<file path="config.mk">
export PLATFORM = sky130hd
export DESIGN_NAME = gpsreceiver3_rx
export DESIGN_NICKNAME = d
export VERILOG_FILES = /design/src/rtl/gpsreceiver3_rx.sv
export SDC_FILE = /design/constraint.sdc
export NUM_CORES = 1
export LEC_CHECK = 0
export BUFFER_PORTS_ARGS = -buffer_cell sky130_fd_sc_hd__clkbuf_2
export CAP_MARGIN = 15
export CORE_ASPECT_RATIO = 0.9
export CORE_MARGIN = 1.5
export CORE_UTILIZATION = 30
export CTS_CLUSTER_DIAMETER = 30
export DETAILED_ROUTE_END_ITERATION = 6
export PLACE_DENSITY_LB_ADDON = 0.3
export SETUP_SLACK_MARGIN = 0.1
export SYNTH_ARGS = -nofsm -noshare
export SYNTH_HDL_FRONTEND = slang
export SYNTH_SLANG_ARGS = --single-unit
</file>
<file path="constraint.sdc">
create_clock -name sys_clk -period 5.65 [get_ports sys_clk]
set_clock_uncertainty 0.2 [all_clocks]
set_input_delay 0.2825 -clock sys_clk [delete_from_list [all_inputs] [get_ports sys_clk]]
set_output_delay 0.2825 -clock sys_clk [all_outputs]
set_load 0.005 [all_outputs]
</file>
<file path="src/rtl/gpsreceiver3_rx.sv">
// GPS IF-sample capture: packs sign/magnitude strobes into words and fills a two-bank ping-pong RAM.
// Optional build macro GPSRECEIVER3_SYNC_ALIGN_EN adds a WAIT_SYNC state so capture starts on an epoch marker.
module gpsreceiver3_rx #(
  parameter int SAMPLE_BITS = 2,
  parameter int WORD_BITS   = 32,
  parameter int DEPTH_LOG2  = 9
) (
  input  logic                  sys_clk,
  input  logic                  sys_rst_n,
  input  logic                  enable,
  input  logic                  smp_stb,
  input  logic                  smp_sign,
  input  logic                  smp_mag,
  input  logic                  smp_sync,
  input  logic [1:0]            bank_release,
  output logic [DEPTH_LOG2:0]   buf_adr,
  output logic [WORD_BITS-1:0]  buf_dat,
  output logic                  buf_we,
  output logic [1:0]            bank_full,
  output logic                  irq,
  output logic                  overrun,
  output logic [15:0]           word_count,
  output logic                  gps_led,
  output logic [1:0]            dbg_state
);
  localparam int K     = WORD_BITS / SAMPLE_BITS;
  localparam int CNT_W = (K > 1) ? $clog2(K) : 1;

  typedef enum logic [1:0] {
    ST_IDLE      = 2'd0,
    ST_CAPTURE   = 2'd1,
    ST_STALL     = 2'd2
`ifdef GPSRECEIVER3_SYNC_ALIGN_EN
    , ST_WAIT_SYNC = 2'd3
`endif
  } state_e;

  state_e                 state_q, state_d;
  logic                   bank_q, bank_d;
  logic [DEPTH_LOG2-1:0]  adr_q, adr_d;
  logic [CNT_W-1:0]       cnt_q, cnt_d;
  logic [WORD_BITS-1:0]   shift_q, shift_d;
  logic [DEPTH_LOG2:0]    buf_adr_q, buf_adr_d;
  logic [WORD_BITS-1:0]   buf_dat_q, buf_dat_d;
  logic                   buf_we_q, buf_we_d;
  logic [1:0]             bank_full_q, bank_full_d;
  logic                   irq_q, irq_d;
  logic                   overrun_q, overrun_d;
  logic [15:0]            word_count_q, word_count_d;
  logic                   gps_led_q, gps_led_d;

  logic [SAMPLE_BITS-1:0] smp;
  logic [WORD_BITS-1:0]   shift_in;
  logic [1:0]             rel_mask;
  logic [1:0]             full_rel;
  logic                   other_bank;

  if (SAMPLE_BITS == 2) begin : g_sign_mag
    assign smp = {smp_sign, smp_mag};
  end else begin : g_sign_only
    logic unused_mag;
    assign smp        = smp_sign;
    assign unused_mag = smp_mag;
  end

`ifndef GPSRECEIVER3_SYNC_ALIGN_EN
  logic unused_sync;
  assign unused_sync = smp_sync;
`endif

  // New samples enter at the top so that sample 0 ends up in the low field.
  assign shift_in   = {smp, shift_q[WORD_BITS-1:SAMPLE_BITS]};
  assign other_bank = ~bank_q;

  always_comb begin
    state_d      = state_q;
    bank_d       = bank_q;
    adr_d        = adr_q;
    cnt_d        = cnt_q;
    shift_d      = shift_q;
    buf_adr_d    = buf_adr_q;
    buf_dat_d    = buf_dat_q;
    buf_we_d     = 1'b0;
    bank_full_d  = bank_full_q;
    irq_d        = 1'b0;
    overrun_d    = overrun_q;
    word_count_d = word_count_q;
    gps_led_d    = gps_led_q;
    // Releases land before any completion this cycle; the bank being filled cannot be released.
    rel_mask = bank_release;
    if (state_q == ST_CAPTURE) rel_mask[bank_q] = 1'b0;
    full_rel = bank_full_q & ~rel_mask;

    if (!enable) begin
      state_d     = ST_IDLE;
      bank_d      = 1'b0;
      adr_d       = '0;
      cnt_d       = '0;
      bank_full_d = 2'b00;
      overrun_d   = 1'b0;
    end else begin
      bank_full_d = full_rel;
      case (state_q)
        ST_IDLE: begin
`ifdef GPSRECEIVER3_SYNC_ALIGN_EN
          state_d = ST_WAIT_SYNC;
`else
          state_d = ST_CAPTURE;
`endif
          bank_d = 1'b0;
          adr_d  = '0;
          cnt_d  = '0;
        end
`ifdef GPSRECEIVER3_SYNC_ALIGN_EN
        ST_WAIT_SYNC: begin
          if (smp_stb && smp_sync) begin
            shift_d = shift_in;
            cnt_d   = CNT_W'(1);
            state_d = ST_CAPTURE;
          end
        end
`endif
        ST_CAPTURE: begin
          if (smp_stb) begin
            shift_d = shift_in;
            if (cnt_q == CNT_W'(K - 1)) begin
              cnt_d        = '0;
              buf_we_d     = 1'b1;
              buf_adr_d    = {bank_q, adr_q};
              buf_dat_d    = shift_in;
              word_count_d = word_count_q + 16'd1;
              if (adr_q == '1) begin
                bank_full_d[bank_q] = 1'b1;
                irq_d               = 1'b1;
                gps_led_d           = ~gps_led_q;
                bank_d              = other_bank;
                adr_d               = '0;
                if (full_rel[other_bank]) state_d = ST_STALL;
              end else begin
                adr_d = adr_q + 1'b1;
              end
            end else begin
              cnt_d = cnt_q + 1'b1;
            end
          end
        end
        ST_STALL: begin
          // bank_q already points at the bank we are waiting to get back.
          if (smp_stb) overrun_d = 1'b1;
          if (bank_release[bank_q]) begin
            state_d = ST_CAPTURE;
            adr_d   = '0;
            cnt_d   = '0;
          end
        end
        default: state_d = ST_IDLE;
      endcase
    end
  end

  always_ff @(posedge sys_clk or negedge sys_rst_n) begin
    if (!sys_rst_n) begin
      state_q      <= ST_IDLE;
      bank_q       <= 1'b0;
      adr_q        <= '0;
      cnt_q        <= '0;
      shift_q      <= '0;
      buf_adr_q    <= '0;
      buf_dat_q    <= '0;
      buf_we_q     <= 1'b0;
      bank_full_q  <= 2'b00;
      irq_q        <= 1'b0;
      overrun_q    <= 1'b0;
      word_count_q <= 16'd0;
      gps_led_q    <= 1'b0;
    end else begin
      state_q      <= state_d;
      bank_q       <= bank_d;
      adr_q        <= adr_d;
      cnt_q        <= cnt_d;
      shift_q      <= shift_d;
      buf_adr_q    <= buf_adr_d;
      buf_dat_q    <= buf_dat_d;
      buf_we_q     <= buf_we_d;
      bank_full_q  <= bank_full_d;
      irq_q        <= irq_d;
      overrun_q    <= overrun_d;
      word_count_q <= word_count_d;
      gps_led_q    <= gps_led_d;
    end
  end

  assign buf_adr    = buf_adr_q;
  assign buf_dat    = buf_dat_q;
  assign buf_we     = buf_we_q;
  assign bank_full  = bank_full_q;
  assign irq        = irq_q;
  assign overrun    = overrun_q;
  assign word_count = word_count_q;
  assign gps_led    = gps_led_q;
  assign dbg_state  = state_q;
endmodule

</file>
# Yosys cells after proc, flatten, opt, wreduce, memory -nomap -nowiden
# Index checks and enable logic that the tools add are counted.
# totals
register_bits,112
input_bits,9
# op_classes
reduce_logical,10
n_bitwise,7
n_mux,47
n_eq_ne,13
n_lt_le_gt_ge,3
add_sub_neg,3
# op_table
op,count
two-way mux 9 bit,5
one-hot mux 9 bit (3 select lines),1
two-way mux 2 bit,12
two-way mux 1 bit,21
adder 16 x 1 -> 16 bit (second input constant),1
two-way mux 4 bit,4
one-hot mux 4 bit (3 select lines),1
AND reduction 4 bit,3
AND reduction 5 bit,2
adder 9 x 1 -> 9 bit (second input constant),1
equality test 9 bit (second input constant),1
inequality test 3 x 2 -> 1 bit (second input constant),3
inequality test 3 bit (second input constant),2
one-hot mux 2 bit (3 select lines),1
AND reduction 3 bit,2
adder 4 x 1 -> 4 bit (second input constant),1
bitwise AND 2 bit,2
equality test 4 bit (second input constant),1
less-than comparator 1 x 2 -> 1 bit (second input constant),2
inequality test 2 x 1 -> 1 bit (second input constant),2
inequality test 4 x 1 -> 1 bit (second input constant),1
NOT 2 bit,2
inequality test 3 x 1 -> 1 bit (second input constant),1
equality test 2 x 1 -> 1 bit (second input constant),1
other kinds (9),10

# Longest topological paths before layout
# logic_depth
ltp_word,17
ltp_mapped,7
ltp_nobuf,7

# Worst setup path after synthesis
# Ideal clock, no wire load.
# synth_path
kind,flip-flop to flip-flop
from,reg adr_q[0]
to,reg bank_q
arrival_time_ps,1699
path_slack_ps,3674
n_path_buf,0
setup_ps,77
stages_incl_launch_ff,8
cell_sequence,dfrtp_1 -> ha_1 -> and3_1 -> and3_1 -> ha_1 -> nand2_1 -> mux2_2 -> a21oi_1
# synth_via
elab_chain_len,3
# synth_rtl
item,line,rtl
start: declaration,40,"logic [DEPTH_LOG2-1:0] adr_q, adr_d;"
start signal: assignment,179,adr_q <= adr_d;
equality test 9 bit,132,if (adr_q == '1) begin
inequality test 3 x 2 -> 1 bit (no line),n/a,
AND reduction 4 bit (no line),n/a,
end signal: assignment,178,bank_q <= bank_d;
end: declaration,39,"logic bank_q, bank_d;"
# No other way between the ends.
# A chain may end at the register's enable or synchronous reset.

# Final worst setup path
# layout_path
from,reg state_q[0] (netlist: dbg_state[0])
to,reg word_count_q[1] (netlist: word_count[1])
# layout_via
elab_chain_len,2
# layout_rtl
item,line,rtl
start: declaration,38,"state_e state_q, state_d;"
start signal: assignment,177,state_q <= state_d;
equality test 2 x 1 -> 1 bit,103,case (state_q)
AND reduction 4 bit (no line),n/a,
end signal: assignment,188,word_count_q <= word_count_d;
end: declaration,49,"logic [15:0] word_count_q, word_count_d;"
# No other way between the ends.

==> results.md <==
- WHS Path Cells: 3
- Final wirelength: 8.54 mm
- Power Dens Cells: 302 nW/um^2
- WL/cell: between 10 and 15 um
- Layout cells sized above 1: ~37%
- Seq/Total Area, Yosys: between 60% and 70%
- Area Overhead vs Synth: 19.3%
- CTS clk-pin slew, worst paths: roughly 0.07 ns
- Die W: 133 um
- Mapped cell area: about 4600 um^2
- Netlist cell types: 40
- Hold_sp: bank_release[0]
- CP startpoint kind: flip-flop
- Worst-margin pin slew: roughly 0.86 ns
- Maxcap violations: 0
- IO Pins: 75
- DP HPWL: between 5 and 6 mm
- CTS tree: done
- DIE AREA: 16000 um^2
- Async SR Flop Fraction: 100%
- Period utilization: between 50% and 60%
- Number of remaining DRC errors: 0
- FF-to-FF setup slack: between 2 and 3 ns
- Synth top area share: 60.3%
- Ys flop type: dfrtp_1
- Hold Buf Count CTS: 3
- RSZ-0062 raised after global routing: false
- Post-route setup TNS: 0 ns
- FF-to-FF End: word_count[1]
- End of the worst hold path: bank_full[0]
- Starting density of the core: 30.8%
- HP Class: in2reg
- Post-CTS Setup Inserts: 0
- Required time of the critical path: 5.69 ns
- Port bufs: 73
- Largest net degree at the start of global routing: 70
- Critical path class: reg2reg
- Post-CTS Resized: 0
- Post-route minimum period: approximately 3.0 ns
- CP Data Arrival Time: just over 3 ns
- R2R depth: 4
- Peak Freq: ~330 MHz
- Gr usage total: about an eighth
- Mapped Nets: approximately 350
- Die height: approximately 120 um
- Tot Pwr: 1.64 mW
- DRT Pass-1 Iters: 4
- Mapped Avg Cell Area: roughly 14 um^2
- Vias post-DR: about 2900
- Max Root-Sink Buffers: 2
- Status: completed
- First DRT Iteration DRCs: about 120
- Synth warnings: 0
- Critical R2R Launch: dbg_state[0]
- Clk sink count: 110
- Antenna violations before repair: 0
- Core area: 14800 um^2
- Number of diodes: 0
- First-pass GRT wire length: between 10 and 15 mm
- TritonCTS Buffers: 9
- Final GP Congestion: approximately 0.76
- Final nets: around 420
- # fillers: around 1400
- Vias in the first global route: 2817
- Slew Viols, Final: 0
- DRT antenna net count: 0
- Clock latency on the worst-skew pair: around 0.36 ns
- Leak: 2.76 nW
- Synth top area cells: dfrtp_1 60%, mux2_2 13%, mux2_1 5.4%, xnor2_1 2.5%, nand2_1 1.6%
- Relative slew slack: roughly 43%
- Row cnt: 42
- Post-synth EDFFs: 0
- Final core utilization: a little under two fifths
- Largest area contributor in the netlist: dfrtp_1
- # setup viols final: 0
- Crit end category: flip-flop
- Worst vdd ir: between 0.0001 and 0.00015 V
- Final Hold Viols: 0
- Crit-path max FO: 34
- Max H-tree Level: 3
- Global route overflow: 0
- Flop and latch count out of synthesis: 110
- Root Buffer: clkbuf_16
- Via-to-Cell Ratio: between 4 and 5
- Mapped Cells: between 300 and 400
[metrics by stage]
| step | cell area [um^2] | hold WS (ns) | setup WS (ns) | std cells |
|---|---|---|---|---|
| finish | 5450 | 0.0279 | 2.61 | 611 |
| global route | 5450 | 0.0508 | 2.31 | 611 |
| CTS | 5450 | 0.00464 | 2.49 | 611 |
| detailed placement | 5120 | 0.110 | 2.50 | 593 |
| global placement | 5120 | 0.101 | 2.50 | 593 |
| floorplan | 4570 | -0.213 | 3.67 | 333 |
[synthesized netlist by cell type, types with 2 or more instances]
cell type,n
a21o_1,2
a21oi_1,9
a31oi_1,2
and3_1,5
and4_1,2
buf_2,7
buf_4,6
dfrtp_1,110
ha_1,4
inv_1,6
mux2_1,22
mux2_2,54
nand2_1,20
nand3_1,11
nand3b_1,2
nand4_1,3
nor2_1,7
nor2_2,3
nor2b_1,3
nor3_1,3
nor4_4,2
o21ai_0,6
o21ai_1,2
o31ai_1,7
or3_1,2
or4_1,5
xnor2_1,13
xor2_1,3
[logic make-up (layout without fill, tap and decap cells)]
logic type               Yosys count  count (layout)  synth area share, %
adder cells (fa/ha/maj)            4               4                 1.10
flip-flops                       110             110                 60.3
XOR/XNOR                          16              16                 3.07
multiplexers                      78              78                 19.3
buffers and inverters             19              99                 2.25
AO/OA/AOI/OAI                     32              32                 4.30
AND/OR/NAND/NOR                   74              74                 9.75
[how the worst max path moves through the flow]
stage / start / to / slack [ns] / cells past startpoint
global route: dbg_state[0] / buf_dat[15] / 2.31 / 4
floorplan: adr_q[0] / bank_q / 3.67 / 7
global placement: dbg_state[1] / buf_dat[7] / 2.50 / 4
finish: dbg_state[0] / word_count[1] / 2.61 / 4
CTS: dbg_state[1] / buf_dat[13] / 2.49 / 4
detailed placement: dbg_state[1] / buf_dat[13] / 2.50 / 4
[report_power, final]
group	internal, mW	switching [mW]
clock network	0.349	0.295
registers	0.848	0.0429
logic	0.0597	0.0499
total	1.26	0.388
[placed cells by master, fill, tap and decap left out, types with 2 or more instances in the layout]
cell type,netlist,final
nand4_1,3,3
xnor2_1,13,13
a21o_1,2,2
a31oi_1,2,2
nand3b_1,2,2
o31ai_1,7,7
and3_1,5,5
inv_8,0,2
nor2_1,7,7
xor2_1,3,3
ha_1,4,4
nor3_1,3,3
buf_4,6,3
clkbuf_2,0,72
or4_1,5,5
a21oi_1,9,9
nand3_1,11,11
nor4_4,2,2
nor2_2,3,2
o21ai_1,2,2
mux2_1,22,22
o21ai_0,6,6
dfrtp_1,110,110
dlygate4sd3_1,0,3
clkbuf_16,0,9
and4_1,2,2
mux2_2,54,54
nand2_1,20,20
or3_1,2,2
inv_1,6,6
nor2b_1,3,3
[registers in the layout, summed over array words and instances, names as in the netlist]
signal	count
bank_q	1
gps_led	1
cnt_q	4
irq	1
overrun	1
buf_we	1
shift_q	30
buf_adr	10
buf_dat	32
adr_q	9
bank_full	2
word_count	16
dbg_state	2
[cell type report]
type,count,area [um^2],share of cell area [%]
multi-input cells,204,1720,31.5
clock inverters,5,68.8,1.26
well taps,198,248,4.54
clock buffers,10,229,4.20
repair buffers,78,413,7.57
inverters,6,22.5,0.413
flip-flops and latches,110,2750,50.5
[per-layer routing]
metal | part of all wire, % | track usage, %
met1 | 47 | 15.2
met2 | 47 | 18.3
met3 | 4.1 | 3.84
met4 | 1.8 | 4.95
met5 | 0 | 0
[worst max-delay path: stages, from the launching register on]
cell      delay [ns]
dfrtp_1         0.52
nand4b_4        0.60
nor2_4          0.71
buf_4           0.48
mux2_2          0.38
Note: power is estimated with default switching activity, not from simulation.
